File: src/rtl/des_ks_pkg.sv
// Shared DES key-schedule tables, FSM state type and bit-permutation helpers.
// Table entries use DES numbering: bit 1 is the MSB of the source vector.
package des_ks_pkg;

    typedef enum logic [1:0] {
        ST_IDLE     = 2'd0,
        ST_LOAD_KEY = 2'd1,
        ST_RUN      = 2'd2
    } ks_state_t;

    localparam int PC1_TAB [56] = '{
        57, 49, 41, 33, 25, 17,  9,
         1, 58, 50, 42, 34, 26, 18,
        10,  2, 59, 51, 43, 35, 27,
        19, 11,  3, 60, 52, 44, 36,
        63, 55, 47, 39, 31, 23, 15,
         7, 62, 54, 46, 38, 30, 22,
        14,  6, 61, 53, 45, 37, 29,
        21, 13,  5, 28, 20, 12,  4
    };

    localparam int PC2_TAB [48] = '{
        14, 17, 11, 24,  1,  5,
         3, 28, 15,  6, 21, 10,
        23, 19, 12,  4, 26,  8,
        16,  7, 27, 20, 13,  2,
        41, 52, 31, 37, 47, 55,
        30, 40, 51, 45, 33, 48,
        44, 49, 39, 56, 34, 53,
        46, 42, 50, 36, 29, 32
    };

    localparam logic [1:0] SHIFT_TAB [16] = '{
        2'd1, 2'd1, 2'd2, 2'd2, 2'd2, 2'd2, 2'd2, 2'd2,
        2'd1, 2'd2, 2'd2, 2'd2, 2'd2, 2'd2, 2'd2, 2'd1
    };

    function automatic logic [55:0] pc1_perm(input logic [63:0] k);
        logic [55:0] r;
        r = '0;
        for (int i = 0; i < 56; i++) begin
            r[55-i] = k[64-PC1_TAB[i]];
        end
        return r;
    endfunction

    function automatic logic [27:0] rotl28(input logic [27:0] x, input logic [1:0] s);
        return (s == 2'd2) ? {x[25:0], x[27:26]} : {x[26:0], x[27]};
    endfunction

    function automatic logic [27:0] rotr28(input logic [27:0] x, input logic [1:0] s);
        return (s == 2'd2) ? {x[1:0], x[27:2]} : {x[0], x[27:1]};
    endfunction

endpackage

File: src/rtl/des_ks_pc2.sv
// Permuted Choice 2: combinational 56-bit C/D to 48-bit round subkey.
module des_ks_pc2
    import des_ks_pkg::*;
(
    input  logic [55:0] cd,
    output logic [47:0] subkey
);

    logic unused_cd_bits;

    always_comb begin
        subkey = '0;
        for (int j = 0; j < 48; j++) begin
            subkey[47-j] = cd[56-PC2_TAB[j]];
        end
    end

    // PC2 drops eight C/D bits by design.
    assign unused_cd_bits = ^cd;

endmodule

File: src/rtl/des_key_sched_seq.sv
// Sequential DES/TDES key scheduler emitting one subkey per handshake.
// Optional load-time key parity check: define DES_KS_PARITY_CHECK_EN.
module des_key_sched_seq
    import des_ks_pkg::*;
#(
    parameter int KEY_COUNT = 1,
    parameter int SK_W      = 48
) (
    input  logic                    clk,
    input  logic                    rst_n,
    input  logic [64*KEY_COUNT-1:0] key,
    input  logic                    mode,
    input  logic                    key_valid,
    output logic                    key_ready,
    output logic [SK_W-1:0]         subkey,
    output logic                    sk_valid,
    input  logic                    sk_ready,
    output logic [3:0]              sk_round,
    output logic [1:0]              sk_key_idx,
    output logic                    sk_last,
    output logic                    par_err,
    output logic [1:0]              dbg_state
);

    if (SK_W != 48) begin : g_sk_w_chk
        $error("des_key_sched_seq: SK_W must be 48");
    end
    if (KEY_COUNT != 1 && KEY_COUNT != 3) begin : g_key_count_chk
        $error("des_key_sched_seq: KEY_COUNT must be 1 or 3");
    end

    // Handshakes: a transfer happens on a rising edge where valid && ready.
    // sk_valid never drops and the subkey fields never change until accepted.
    ks_state_t              state_q, state_d;
    logic [64*KEY_COUNT-1:0] key_q, key_d;
    logic                   mode_q, mode_d;
    logic [1:0]             pos_q, pos_d;
    logic [4:0]             cnt_q, cnt_d;
    logic [55:0]            cd_q, cd_d;
    logic                   sk_valid_q, sk_valid_d;
    logic [47:0]            subkey_q, subkey_d;
    logic [3:0]             round_q, round_d;
    logic [1:0]             kidx_q, kidx_d;
    logic                   last_q, last_d;

    logic        accept, load_cd, issue, out_free, final_slot, slot_dec, par_bad;
    logic [1:0]  slot_idx, shamt;
    logic [3:0]  rnd;
    logic [63:0] slot_key;
    logic [27:0] c_rot, d_rot;
    logic [55:0] pc2_in;
    logic [47:0] pc2_out;
    logic        unused_key_par;

    assign out_free   = !sk_valid_q || sk_ready;
    assign final_slot = (pos_q == 2'(KEY_COUNT - 1));
    // Slot order alternates direction: E,D,E for mode 0 and D,E,D for mode 1.
    assign slot_dec   = mode_q ^ pos_q[0];
    assign slot_idx   = mode_q ? 2'(KEY_COUNT - 1) - pos_q : pos_q;
    assign rnd        = slot_dec ? 4'd15 - cnt_q[3:0] : cnt_q[3:0];
    assign shamt      = SHIFT_TAB[rnd];
    assign accept     = key_valid && key_ready;

    // FSM: state register
    always_ff @(posedge clk or negedge rst_n) begin
        if (!rst_n) state_q <= ST_IDLE;
        else        state_q <= state_d;
    end

    // FSM: next state
    always_comb begin
        state_d = state_q;
        case (state_q)
            ST_IDLE:     if (accept && !par_bad) state_d = ST_LOAD_KEY;
            ST_LOAD_KEY: if (load_cd) state_d = ST_RUN;
            ST_RUN: begin
                if (issue && cnt_q[3:0] == 4'd15 && !final_slot) state_d = ST_LOAD_KEY;
                else if (cnt_q[4] && sk_ready)                   state_d = ST_IDLE;
            end
            default:     state_d = ST_IDLE;
        endcase
    end

    // FSM: outputs. LOAD_KEY waits for the previous slot's last subkey to drain.
    always_comb begin
        key_ready = 1'b0;
        load_cd   = 1'b0;
        issue     = 1'b0;
        case (state_q)
            ST_IDLE:     key_ready = 1'b1;
            ST_LOAD_KEY: load_cd   = out_free;
            ST_RUN:      issue     = !cnt_q[4] && out_free;
            default:     ;
        endcase
    end

    always_comb begin
        slot_key = key_q[63:0];
        for (int i = 0; i < KEY_COUNT; i++) begin
            if (slot_idx == 2'(i)) slot_key = key_q[64*i +: 64];
        end
    end

    // Encrypt rotates before emitting; decrypt emits then rotates right.
    always_comb begin
        if (slot_dec) begin
            c_rot  = rotr28(cd_q[55:28], shamt);
            d_rot  = rotr28(cd_q[27:0], shamt);
            pc2_in = cd_q;
        end else begin
            c_rot  = rotl28(cd_q[55:28], shamt);
            d_rot  = rotl28(cd_q[27:0], shamt);
            pc2_in = {c_rot, d_rot};
        end
    end

    des_ks_pc2 u_pc2 (
        .cd     (pc2_in),
        .subkey (pc2_out)
    );

    always_comb begin
        key_d      = key_q;
        mode_d     = mode_q;
        pos_d      = pos_q;
        cnt_d      = cnt_q;
        cd_d       = cd_q;
        sk_valid_d = sk_valid_q;
        subkey_d   = subkey_q;
        round_d    = round_q;
        kidx_d     = kidx_q;
        last_d     = last_q;
        if (accept) begin
            key_d  = key;
            mode_d = mode;
            pos_d  = 2'd0;
        end
        if (load_cd) begin
            cd_d  = pc1_perm(slot_key);
            cnt_d = 5'd0;
        end
        if (issue) begin
            cd_d       = {c_rot, d_rot};
            subkey_d   = pc2_out;
            round_d    = rnd;
            kidx_d     = slot_idx;
            last_d     = (cnt_q[3:0] == 4'd15) && final_slot;
            sk_valid_d = 1'b1;
            cnt_d      = cnt_q + 5'd1;
            if (cnt_q[3:0] == 4'd15 && !final_slot) pos_d = pos_q + 2'd1;
        end else if (sk_ready) begin
            sk_valid_d = 1'b0;
        end
    end

    always_ff @(posedge clk or negedge rst_n) begin
        if (!rst_n) begin
            key_q      <= '0;
            mode_q     <= 1'b0;
            pos_q      <= 2'd0;
            cnt_q      <= 5'd0;
            cd_q       <= '0;
            sk_valid_q <= 1'b0;
            subkey_q   <= '0;
            round_q    <= 4'd0;
            kidx_q     <= 2'd0;
            last_q     <= 1'b0;
        end else begin
            key_q      <= key_d;
            mode_q     <= mode_d;
            pos_q      <= pos_d;
            cnt_q      <= cnt_d;
            cd_q       <= cd_d;
            sk_valid_q <= sk_valid_d;
            subkey_q   <= subkey_d;
            round_q    <= round_d;
            kidx_q     <= kidx_d;
            last_q     <= last_d;
        end
    end

`ifdef DES_KS_PARITY_CHECK_EN
    logic par_err_q, par_err_d;

    always_comb begin
        par_bad = 1'b0;
        for (int i = 0; i < 8 * KEY_COUNT; i++) begin
            if (!(^key[8*i +: 8])) par_bad = 1'b1;
        end
    end

    assign par_err_d = accept && par_bad;

    always_ff @(posedge clk or negedge rst_n) begin
        if (!rst_n) par_err_q <= 1'b0;
        else        par_err_q <= par_err_d;
    end

    assign par_err = par_err_q;
`else
    assign par_bad = 1'b0;
    assign par_err = 1'b0;
`endif

    // PC1 skips each byte's parity bit.
    assign unused_key_par = ^slot_key;

    assign subkey     = subkey_q;
    assign sk_valid   = sk_valid_q;
    assign sk_round   = round_q;
    assign sk_key_idx = kidx_q;
    assign sk_last    = last_q;
    assign dbg_state  = state_q;

endmodule

File: config.mk
export PLATFORM = sky130hd
export DESIGN_NAME = des_key_sched_seq
export DESIGN_NICKNAME = d
export VERILOG_FILES = /design/src/rtl/des_ks_pkg.sv /design/src/rtl/des_ks_pc2.sv /design/src/rtl/des_key_sched_seq.sv
export SDC_FILE = /design/constraint.sdc
export NUM_CORES = 1
export LEC_CHECK = 0
export ABC_AREA = 0
export CAP_MARGIN = 20
export CORE_MARGIN = 2
export CORE_UTILIZATION = 45
export DETAILED_ROUTE_END_ITERATION = 8
export GPL_TIMING_DRIVEN = 0
export PLACE_DENSITY_LB_ADDON = 0.1
export SYNTH_ARGS = -nofsm -noshare
export SYNTH_HDL_FRONTEND = slang
export SYNTH_HIERARCHICAL = 1
export SYNTH_SLANG_ARGS = --single-unit
File: constraint.sdc
create_clock -name clk -period 2.47 [get_ports clk]
set_clock_uncertainty 0.05 [all_clocks]
set_input_delay 0.494 -clock clk [delete_from_list [all_inputs] [get_ports clk]]
set_output_delay 0.494 -clock clk [all_outputs]
set_load 0.05 [all_outputs]
==> results.md, run 1 <==
* Number of remaining DRC errors at 0
* Antenna diode count at 0
* GR Util met1 at 0.384
* Die Y at 155 µm
* Syn-to-layout area delta at 28.2%
* Initial core utilization at 0.456
* Startpoint Class: flip-flop
* Die X-Extent at 155 µm
* Met2 usage at 0.367
* Num CTS Buffers at 17
* GPL Wtd Cong at 0.899
* Setup-failing EPs final at 7
* Crit. End Element: flip-flop
* CP required at 2740 ps
* CTS tree: done
* Vias per inst at 5.61
* Slew @ Worst Pin at 987 ps
* Iteration-0 DRC Markers at 609
* Worst slack, placed at -1040 ps
* Layout cell share with drive strength beyond 1 at 0.369
* Worst path top cell family by delay: simple AND/OR/NAND/NOR gates
* Arrival @ worst endpoint at 2770 ps
* # fillers at 2,032
* CTS root buffer: clkbuf_16
* CP peak stage delay at 390 ps
* Die ar. at 24,100 µm²
* Mapped Nets at 1,085
* Outcome: complete, but fails checks
* Max_slew headroom at 0.342
* Busiest grt layer: met1
* Core area at 22,600 µm²
* Met3 GRT Util at 0.0515
* Critical-path top delay cell: dfrtp_1
* Largest net degree at the start of global routing at 109
* WL/cell at 20.4 µm
* Final wirelength at 30,000 µm
* Initial antenna violation count at 1
* Period utilisation layout at 1.01
* First-pass GRT wire length at 46,700 µm
* Max frequency at 400 MHz
* Clock latency on the worst-skew pair at 430 ps
* Crit path max fanout at 10
* Failing checks: negative setup slack
* Final Hold Viols at 0
* Most used cell, CP: nand2_1
* Number of global-route vias before repair at 7,989
* Htree depth at 4
* Final ANT Viol Nets at 0
* Io pins at 129
* Crit path buffers/inverters at 3
* Final period demand of the worst path at 2500 ps
* RSZ-0062 raised after global routing: true
* Max-cap viol count at 0
* Vias after detailed routing at 8,245
* Reg clk slew, reported paths at 70 ps
* Post-Syn Area at 10,300 µm²
* Setup WS post-layout at -31.7 ps
* Number of port buffers at 119
* Layout Nets at 1,244
* Detailed placer's ending HPWL at 21,100 µm
* Hold Crit Class: in2async
* Crit Path Class: reg2reg
* Row count at 55
* TritonRoute pass-1 iters at 5
* All-Layer GR Usage at 0.252
* Gr ovfl total at 0
* Max clock buf depth at 2
* Yosys Warn Count at 6
* Average cell area after synthesis at 10.2 µm²
* Slew Viols, Final at 0
* Synthesized instance count at 1,014
* Critical-path cell list: xor2_1 -> maj3_2 -> or3_4 -> buf_8 -> buf_6 -> and3_4 -> a21oi_4 -> o21ai_2 -> buf_4 -> nand2_1 -> nand2_1
* CTS Sinks at 178
==> per-layer routing <==
layer	vias to the layer above	share of wire	wire length, µm
li1	3888	-	-
met1	4064	0.48	14500
met2	261	0.44	13100
met3	30	0.066	1990
met4	2	0.012	373
met5	-	0.00040	12
==> per-stage QoR <==
step	TNS (ps)	std cells	instance area [µm²]	utilization	hold WS [ps]
3_5_place_dp	-91580	1419	11900	0.527	416
4_1_cts	-2.37	1454	12600	0.560	107
6_report	-67.2	1471	13200	0.585	79.4
5_1_grt	-1370	1471	13200	0.585	151
3_3_place_gp	-1295050	1418	11900	0.525	410
2_1_floorplan	0	1014	10300	-	148
==> cell usage in the layout (no fill, tap or decap), types with 31 or more instances in the layout <==
master           instances
a211oi_1                73
a211oi_2                95
a21oi_4                 34
and3_4                  41
buf_4                   69
clkbuf_1                31
clkdlybuf4s50_1        118
dfrtp_1                177
mux2_2                  58
nand2_1                206
nor2b_1                 56
==> sequential cells by signal (all words and copies together), names as in the netlist <==
register,cells
pos_q,2
cnt_q,5
sk_last,1
sk_key_idx,2
subkey,48
sk_round,4
sk_valid,1
mode_q,1
cd_q,56
dbg_state,2
key_q,56
==> final timing paths <==
| kind | start | end | slack, ps | depth (start not counted) |
|---|---|---|---|---|
| min | rst_n | subkey[46] | 80 | 1 |
| max reg2reg | mode_q | subkey[2] | -30 | 11 |
| min in group clk | subkey[20] | subkey[20] | 420 | 2 |
| max in group asynchronous | rst_n | key_q[28] | 1420 | 2 |
| max | mode_q | subkey[2] | -30 | 11 |
| min reg2reg | subkey[20] | subkey[20] | 420 | 2 |
==> what timing repair did <==
item,in CTS,in global routing
hold buffers,0,0
endpoints found under the setup margin,115,125
gates resized for setup,55,106
setup buffers,3,17
pin swaps,2,2
==> final cells by class <==
| type | instances | area (µm²) | area share |
|---|---|---|---|
| Multi-Input combinational cell | 696 | 5550 | 0.420 |
| Sequential cell | 178 | 4460 | 0.338 |
| Timing Repair Buffer | 140 | 1370 | 0.104 |
| Buffer | 137 | 913 | 0.0692 |
| Clock buffer | 19 | 433 | 0.0328 |
| Tap cell | 285 | 357 | 0.0270 |
| Clock inverter | 13 | 111 | 0.00844 |
| Inverter | 3 | 11.3 | 0.000853 |
==> worst reg2reg max path, delay by kind of cell (launching register included) <==
family          cells  cell delay (ps)
xor+xnor            1              180
simple gates        4              670
buf+inv             3              500
fa+ha+maj           1              330
compound gates      2              280
flops               1              390
Power of run 1 is not shown: default switching activity piles up to over one toggle a cycle in this logic, so the estimate is an artifact.
==> inputs of run 2 (changes only) <==
--- a/config.mk
+++ b/config.mk
@@ -14,5 +14,4 @@
 export PLACE_DENSITY_LB_ADDON = 0.1
 export SYNTH_ARGS = -nofsm -noshare
 export SYNTH_HDL_FRONTEND = slang
-export SYNTH_HIERARCHICAL = 1
 export SYNTH_SLANG_ARGS = --single-unit
==> results.md, run 2 <==
* First-pass GRT wire length at 48,300 µm (was 46,700 µm)
* Crit path buffers/inverters at 2 (was 3)
* Synthesized instance count at 884 (was 1,014)
* Worst slack, placed at -1070 ps (was -1040 ps)
* Vias after detailed routing at 8,130 (was 8,245)
* RSZ-0062 raised after global routing: true (unchanged)
* Hold Crit Class: reg2reg (was in2async)
* Worst path top cell family by delay: compound AO/OA/AOI/OAI gates (was simple AND/OR/NAND/NOR gates)
* Iteration-0 DRC Markers at 842 (was 609)
* Final Hold Viols at 0 (unchanged)
* Final period demand of the worst path at 2470 ps (was 2500 ps)
* R2R depth at 7 (was 11)
* Clock latency on the worst-skew pair at 440 ps (was 430 ps)
* Antenna diode count at 0 (unchanged)
* Arrival @ worst endpoint at 2760 ps (was 2770 ps)
* Synth top cells by count: 178 x dfrtp_1, 130 x nand2_1, 84 x mux2i_1, 79 x and3_1, 60 x mux2_2
* Cell taking the most area after synthesis: dfrtp_1
* Die X-Extent at 146 µm (was 155 µm)
* Slew @ Worst Pin at 941 ps (was 987 ps)
* Io pins at 129 (unchanged)
* Outcome: finished clean (was complete, but fails checks)
* Top_reg_cell synth: dfrtp_1
* Reg clk slew, reported paths at 70 ps (about the same)
* CP required at 2760 ps (was 2740 ps)
* Distinct cells, synth at 46
* #FFs+latches synth at 178
* Setup WS post-layout at 0.467 ps (was -31.7 ps)
* Initial core utilization at 0.455 (was 0.456)
* Reg2reg start: pos_q[0] (was mode_q)
* Ranking of synthesized cells by area: dfrtp_1 49%, mux2i_1 9.2%, mux2_2 7.4%
* Average cell area after synthesis at 10.3 µm² (was 10.2 µm²)
* Critical-path top delay cell: a2111o_1 (was dfrtp_1)
* GPL Wtd Cong at 0.956 (was 0.899)
* Start point of the critical path: pos_q[0] (was mode_q)
* CTS tree: done (unchanged)
* Initial antenna violation count at 0 (was 1)
* WL/cell at 23.9 µm (was 20.4 µm)
* Number of port buffers at 119 (unchanged)
* Max-cap viol count at 0 (unchanged)
* CP peak stage delay at 500 ps (was 390 ps)
* Critical-path cell list: xor2_2 -> buf_6 -> a2111o_1 -> and4_2 -> buf_6 -> mux2i_4 -> a221oi_1 (was xor2_1 -> maj3_2 -> or3_4 -> buf_8 -> buf_6 -> and3_4 -> a21oi_4 -> o21ai_2 -> buf_4 -> nand2_1 -> nand2_1)
* Num CTS Buffers at 17 (unchanged)
* Final ANT Viol Nets at 0 (unchanged)
* Period utilisation layout at 1.00 (was 1.01)
* Die Y at 146 µm (was 155 µm)
* Number of remaining DRC errors at 0 (unchanged)
* Layout Nets at 1,111 (was 1,244)
* Sequential element share of the synthesized area at 0.488
* Max_slew headroom at 0.372 (was 0.342)
* Largest net degree at the start of global routing at 104 (was 109)
* Yosys Warn Count at 0 (was 6)
* All-Layer GR Usage at 0.297 (was 0.252)
* HP Start: sk_round[0]
* Crit path max fanout at 10 (unchanged)
* Layout cell share with drive strength beyond 1 at 0.199 (was 0.369)
* Gr ovfl total at 0 (unchanged)
* Crit. End Element: flip-flop (unchanged)
* Number of synthesized flops with an enable pin at 0
* Crit Path Class: reg2reg (unchanged)
* Vias per inst at 6.15 (was 5.61)
* Die ar. at 21,400 µm² (was 24,100 µm²)
* Commonest non-fill, non-tap cells in the layout: 176 x dfrtp_1, 129 x nand2_1, 117 x clkdlybuf4s50_1 (was 206 x nand2_1, 177 x dfrtp_1, 118 x clkdlybuf4s50_1)
* Max frequency at 405 MHz (was 400 MHz)
* Top-count cell post-synth: dfrtp_1
* CTS Sinks at 178 (unchanged)
* Synth top area share at 0.488
* Hold-critical path depth at 2
* Startpoint Class: flip-flop (unchanged)
* Async SR Flop Fraction at 1.00
* Number of global-route vias before repair at 7,778 (was 7,989)
* Core area at 20,000 µm² (was 22,600 µm²)
* Max clock buf depth at 2 (unchanged)
* Slew Viols, Final at 0 (unchanged)
* Mapped Nets at 955 (was 1,085)
* Setup-failing EPs final at 0 (was 7)
* Final wirelength at 31,600 µm (was 30,000 µm)
* Most used cell, CP: buf_6 (was nand2_1)
* Syn-to-layout area delta at 29.6% (was 28.2%)
* Commonest non-fill, non-tap cell in the layout: dfrtp_1 (was nand2_1)
* Post-Syn Area at 9130 µm² (was 10,300 µm²)
* Row count at 52 (was 55)
* TritonRoute pass-1 iters at 6 (was 5)
* Critical Path Stages at 7 (was 11)
* Detailed placer's ending HPWL at 21,700 µm (was 21,100 µm)
* Htree depth at 4 (unchanged)
* CTS root buffer: clkbuf_16 (unchanged)
[run 2: worst reg2reg max path, delay by kind of cell, from the launching register on]
family,cells,cell delay [ps]
flip-flops,1,440
AO/OA/AOI/OAI,2,790
XOR/XNOR,1,200
multiplexers,1,230
AND/OR/NAND/NOR,1,340
buffers and inverters,2,330
[run 2: cells by family after synthesis]
family,share of synthesized area
simple gates,0.132
fa+ha+maj,0.00274
buf+inv,0.0440
mux,0.166
other cells,0.000411
compound gates,0.161
flops,0.488
xor+xnor,0.00576
[run 2: final cells by class]
cell class                      instances  area, µm²
Timing Repair Buffer                  140       1400
Clock buffer                           17        425
Fill cell                            1827       8210
Clock inverter                         15        138
Inverter                                9       33.8
Multi-Input combinational cell        619       4600
Tap cell                              270        338
Sequential cell                       178       4460
Buffer                                 75        442
[run 2: metrics by stage]
step	hold slack (ps)	setup TNS (ps)	std cells	util	cell area, µm²
6_report	416	0	1323	0.590	11800
4_1_cts	421	0	1316	0.572	11500
3_5_place_dp	406	-80120	1275	0.534	10700
3_3_place_gp	403	-1299040	1273	0.532	10700
5_1_grt	474	-202	1323	0.590	11800
2_1_floorplan	148	0	884	-	9140
[run 2: metal layers]
metal  up-vias  GRT usage  part of all wire
met2       422      0.418              0.43
met1      4072      0.450              0.45
met4         0     0.0903             0.023
li1       3585          -                 -
met3        51     0.0753             0.098
met5         -          0                 0
[run 2: timing repair]
action | in CTS | in global routing
gates cloned | 0 | 1
setup buffers | 9 | 8
resized for setup | 29 | 86
pin swaps | 1 | 9
hold buffers | 1 | 0
setup endpoints to repair | 106 | 112
hold endpoints to repair | 6 | 0
[run 2: final timing paths]
check	to	slack, ps
setup / recovery	cd_q[25]	0.5
hold / removal	sk_round[0]	420
setup reg to reg	cd_q[25]	0.5
hold reg to reg	sk_round[0]	420
max in group asynchronous	cd_q[18]	890
min in group asynchronous	key_q[38]	560
Power of run 2 is left out for the same reason.
==> inputs of run 3 (changes only) <==
--- a/config.mk
+++ b/config.mk
@@ -8,7 +8,7 @@
 export ABC_AREA = 0
 export CAP_MARGIN = 20
 export CORE_MARGIN = 2
-export CORE_UTILIZATION = 45
+export CORE_UTILIZATION = 50
 export DETAILED_ROUTE_END_ITERATION = 8
 export GPL_TIMING_DRIVEN = 0
 export PLACE_DENSITY_LB_ADDON = 0.1
==> results.md, run 3 (synthesized netlist as in run 2, its figures left out) <==
* Die Y at 139 µm (was 146 µm)
* Setup-failing EPs final at 0 (unchanged)
* Iteration-0 DRC Markers at 919 (was 842)
* Worst slack, placed at -1040 ps (was -1070 ps)
* WHS at -13.7 ps (was 416 ps)
* Initial core utilization at 0.508 (was 0.455)
* Commonest non-fill, non-tap cells in the layout: 177 x dfrtp_1, 129 x nand2_1, 118 x clkdlybuf4s50_1 (was 176 x dfrtp_1, 129 x nand2_1, 117 x clkdlybuf4s50_1)
* Final ANT Viol Nets at 0 (unchanged)
* Register area at 4460 µm² (about the same)
* CTS root buffer: clkbuf_16 (unchanged)
* RSZ-0062 raised after global routing: true (unchanged)
* CTS Sinks at 178 (unchanged)
* Number of port buffers at 119 (unchanged)
* Initial antenna violation count at 0 (unchanged)
* Number of remaining DRC errors at 0 (unchanged)
* Failing checks: negative hold slack
* Layout cell share with drive strength beyond 1 at 0.194 (was 0.199)
* Slew @ Worst Pin at 1030 ps (was 941 ps)
* Vias per inst at 6.29 (was 6.15)
* Commonest non-fill, non-tap cell in the layout: dfrtp_1 (unchanged)
* Max-cap viol count at 0 (unchanged)
* Row count at 49 (was 52)
* First-pass GRT wire length at 46,700 µm (was 48,300 µm)
* CTS tree: done (unchanged)
* Post-layout util at 0.656 (was 0.590)
* Outcome: complete, but fails checks (was finished clean)
* Max frequency at 409 MHz (was 405 MHz)
* Startpoint Class: flip-flop (unchanged)
* WL/cell at 23.8 µm (was 23.9 µm)
* GPL Wtd Cong at 0.983 (was 0.956)
* Die ar. at 19,400 µm² (was 21,400 µm²)
* Detailed placer's ending HPWL at 21,000 µm (was 21,700 µm)
* Arrival @ worst endpoint at 2690 ps (was 2760 ps)
* Final wirelength at 30,500 µm (was 31,600 µm)
* Vias after detailed routing at 8,039 (was 8,130)
* Syn-to-layout area delta at 29.1% (was 29.6%)
* Final Hold Viols at 4 (was 0)
* Hold_buf cts at 0 (was 1)
* Reg clk slew, reported paths at 70 ps (about the same)
* CP required at 2710 ps (was 2760 ps)
* Core area at 18,000 µm² (was 20,000 µm²)
* Antenna diode count at 0 (unchanged)
* Largest net degree at the start of global routing at 97 (was 104)
* Htree depth at 4 (unchanged)
* Slew Viols, Final at 0 (unchanged)
* Crit path max fanout at 10 (unchanged)
* # fillers at 1,483 (was 1,827)
* Crit Path Class: reg2reg (unchanged)
* Hold Crit Class: in2async (was reg2reg)
* Setup WS post-layout at 23.8 ps (was 0.467 ps)
* Io pins at 129 (unchanged)
* Number of global-route vias before repair at 7,870 (was 7,778)
* Multi-input logic area at 4560 µm² (was 4600 µm²)
* Final period demand of the worst path at 2450 ps (was 2470 ps)
* Num CTS Buffers at 17 (unchanged)
* R2R setup slack at 20 ps (was 0.5 ps)
* Period utilisation layout at 0.990 (was 1.00)
* Placed cell count at 1,234 (was 1,275)
* Max_slew headroom at 0.312 (was 0.372)
* Post-Layout Cell Count at 1,278 (was 1,323)
* Gr ovfl total at 0 (unchanged)
* All-Layer GR Usage at 0.315 (was 0.297)
* Die X-Extent at 139 µm (was 146 µm)
* Layout Nets at 1,107 (was 1,111)
* Crit. End Element: flip-flop (unchanged)
* Clock latency on the worst-skew pair at 430 ps (was 440 ps)
* TritonRoute pass-1 iters at 7 (was 6)
* Max clock buf depth at 2 (unchanged)
## run 3: layer usage
metal / GRT usage / vias to the layer above / wire length (µm)
li1: - / 3561 / -
met1: 0.456 / 3961 / 13200
met2: 0.452 / 454 / 13200
met3: 0.0963 / 63 / 3130
met4: 0.105 / 0 / 954
met5: 0 / - / 0
## run 3: area by class of cell
cell class | count | area share
Clock buffer | 18 | 0.0373
Timing Repair Buffer | 135 | 0.117
Sequential cell | 178 | 0.378
Tap cell | 229 | 0.0243
Multi-Input combinational cell | 619 | 0.387
Clock inverter | 14 | 0.0171
Inverter | 9 | 0.00287
Buffer | 76 | 0.0369
## run 3: per-stage QoR
stage | hold slack (ps) | setup TNS (ps) | instance area [µm²]
5_1_grt | 24.3 | -356 | 11800
3_5_place_dp | 406 | -75080 | 10700
2_1_floorplan | 148 | 0 | 9140
3_3_place_gp | 404 | -1277000 | 10600
4_1_cts | 36.5 | 0 | 11500
6_report | -13.7 | 0 | 11800
## run 3: critical path, stage by stage, from the launching register on
cell,delay [ps]
dfrtp_1,410
xor2_2,200
buf_6,140
a2111o_1,450
nand4_1,240
buf_6,210
buf_6,200
mux2i_2,280
o21ai_0,110
## run 3: final timing paths
path,from,cells after the start,endpoint
max,pos_q[0],8,subkey[1]
min,rst_n,1,subkey[33]
max reg2reg,pos_q[0],8,subkey[1]
min reg2reg,sk_round[0],2,sk_round[0]
max in group asynchronous,rst_n,2,cnt_q[1]
min in group clk,sk_round[0],2,sk_round[0]
## run 3: repair_timing
item | 4_1_cts | 5_1_grt
pin swaps | 3 | 9
cloned | 1 | 1
gates resized for setup | 36 | 74
setup buffers | 9 | 3
setup endpoints to repair | 102 | 109
Power of run 3 is left out for the same reason.
==> RTL change (settings of run 1) <==
Build with the macro `DES_KS_PARITY_CHECK_EN` defined.
--- a/src/rtl/des_key_sched_seq.sv
+++ b/src/rtl/des_key_sched_seq.sv
@@ -2,2 +2,4 @@
 // Optional load-time key parity check: define DES_KS_PARITY_CHECK_EN.
+`define DES_KS_PARITY_CHECK_EN
+
 module des_key_sched_seq
Check against the original RTL: not equivalent (Yosys sat finds a counterexample within 4 cycles, from zero or initial values and one cycle with rst_n low).
==> RTL change against run 1 <==
Cell count grew 11%; fmax grew 4.4%; core utilization shrank 0.90 points; routed wire length grew 0.20%; die area shrank 3.7%; non-clock buffer count shrank 6; sequential cell count grew 1; highest routed layer is now met4; cell area shrank 5.4%; synthesized area shrank 3.8%; setup slack gained 0.11 ns.
==> RTL change: results (changes against run 1) <==
| Metric | Value |
|---|---|
| Crit Path Max Fanout | 10 (unchanged) |
| Hold Crit Class | reg2reg |
| Slew Viols, Final | 0 (unchanged) |
| 1st-iter DRT viols | 868 (+43%) |
| Root buffer cell | clkbuf_16 |
| Pleak | 5.605 nW |
| Max_slew headroom | 56.21% (+22 points) |
| YS warnings | 6 (unchanged) |
| Final net count | 1408 (+13%) |
| Clock transition at the registers of the reported paths | 0.07 ns (about the same) |
| DP Wirelength | 22510 um (+6.8%) |
| Per-cell routed wire length | 18.47 um (-9.6%) |
| Number of global-route vias before repair | 8713 (+9.1%) |
| Routability cong. | 0.8896 (-1.0%) |
| Status | finished, final reports clean |
| Max-cap violations | 0 (unchanged) |
| Total CTS buffers | 17 (unchanged) |
| DRT Pass-1 Iters | 5 (unchanged) |
| CP Data Arrival Time | 2.68 ns (-0.09 ns) |
| IO buf count | 128 (+7.6%) |
| Gr usage total | 26.04% (+0.84 points) |
| Layout cell share with drive strength beyond 1 | 13.11% (-24 points) |
| Syn Nets | 1261 (+16%) |
| First-pass GRT wire length | 48290 um (+3.4%) |
| # diodes | 0 (unchanged) |
| Worst IR Drop VDD | 0.0007111 V |
| Initial antenna violation count | 0 (-1) |
| Clock latency on the worst-skew pair | 0.43 ns (about the same) |
| Largest net degree at the start of global routing | 115 (+5.5%) |
| Total number of vias | 9053 (+9.8%) |
| H-tree Lvls | 4 (unchanged) |
| Max Root-Sink Buffers | 2 (unchanged) |
-- RTL change: cell types whose count changed in the layout (fill, tap and decap cells not counted), moves of 34 or more --
cell             run 1  this run
xnor2_1              4        52
nor2b_1             56         0
nand2_1            206       476
and3_4              41         0
a221oi_1             0        60
a21oi_4             34         0
a211oi_2            95         0
mux2_2              58         1
-- RTL change: layout make-up --
cell class	instances	area, um2
Clock inverter	12	167.7
Tap cell	280	350.3
Fill cell	2040	9199
Multi-Input combinational cell	866	4908
Timing Repair Buffer	131	1330
Sequential cell	179	4481
Buffer	140	788.3
Inverter	2	7.507
Clock buffer	20	456.7
-- RTL change: routing by layer --
layer	track usage, %	up-vias	wire, um
li1	-	4333	-
met1	38.80	4294	14220
met2	38.50	383	13090
met3	4.807	43	2181
met4	8.189	0	612
met5	0	-	0
-- RTL change: final timing paths --
kind / slack, ns / start / to / depth (start not counted)
min: 0.42 / subkey[45] / subkey[45] / 2
min in group asynchronous: 0.54 / rst_n / subkey[2] / 2
min reg2reg: 0.42 / subkey[45] / subkey[45] / 2
max reg2reg: 0.07 / mode_q / subkey[34] / 11
max in group asynchronous: 0.88 / rst_n / cd_q[15] / 3
max: 0.07 / sk_ready / cd_q[49] / 9
-- RTL change: timing repair --
item,4_1_cts,5_1_grt
pin swaps,0,2
hold buffers,1,0
setup endpoints to repair,90,129
buffers inserted,0,1
gates resized for setup,24,93
endpoints found under the hold margin,65,0
-- RTL change: critical path: stages --
cell	delay, ns
clkdlybuf4s50_1	0.52
nand2b_1	0.24
nand2_1	0.10
nor2_1	0.27
buf_2	0.27
buf_2	0.24
nand2_1	0.12
and3_1	0.21
a211oi_1	0.21
-- RTL change: per-stage QoR --
| step | cells | power [mW] | area (um2) | setup WS, ns | setup TNS (ns) |
|---|---|---|---|---|---|
| after floorplan | 1190 | 13.53 | 9911 | 0.1620 | 0 |
| after global placement | 1598 | 16.97 | 11540 | -6.823 | -1273.49 |
| after detailed placement | 1599 | 17.10 | 11570 | -0.6479 | -57.15 |
| after CTS | 1629 | 20.11 | 12230 | 0.009670 | 0 |
| after global routing | 1630 | 22.30 | 12490 | -0.04657 | -0.3855 |
| final | 1630 | 20.90 | 12490 | 0.07390 | 0 |
-- RTL change: power by group --
group	switching, mW	internal [mW]	total [mW]	leakage [nW]
Clock	1.24	1.67	2.91	0.296
Sequential	1.52	4.36	5.88	2.19
Combinational	7.27	4.84	12.1	3.11
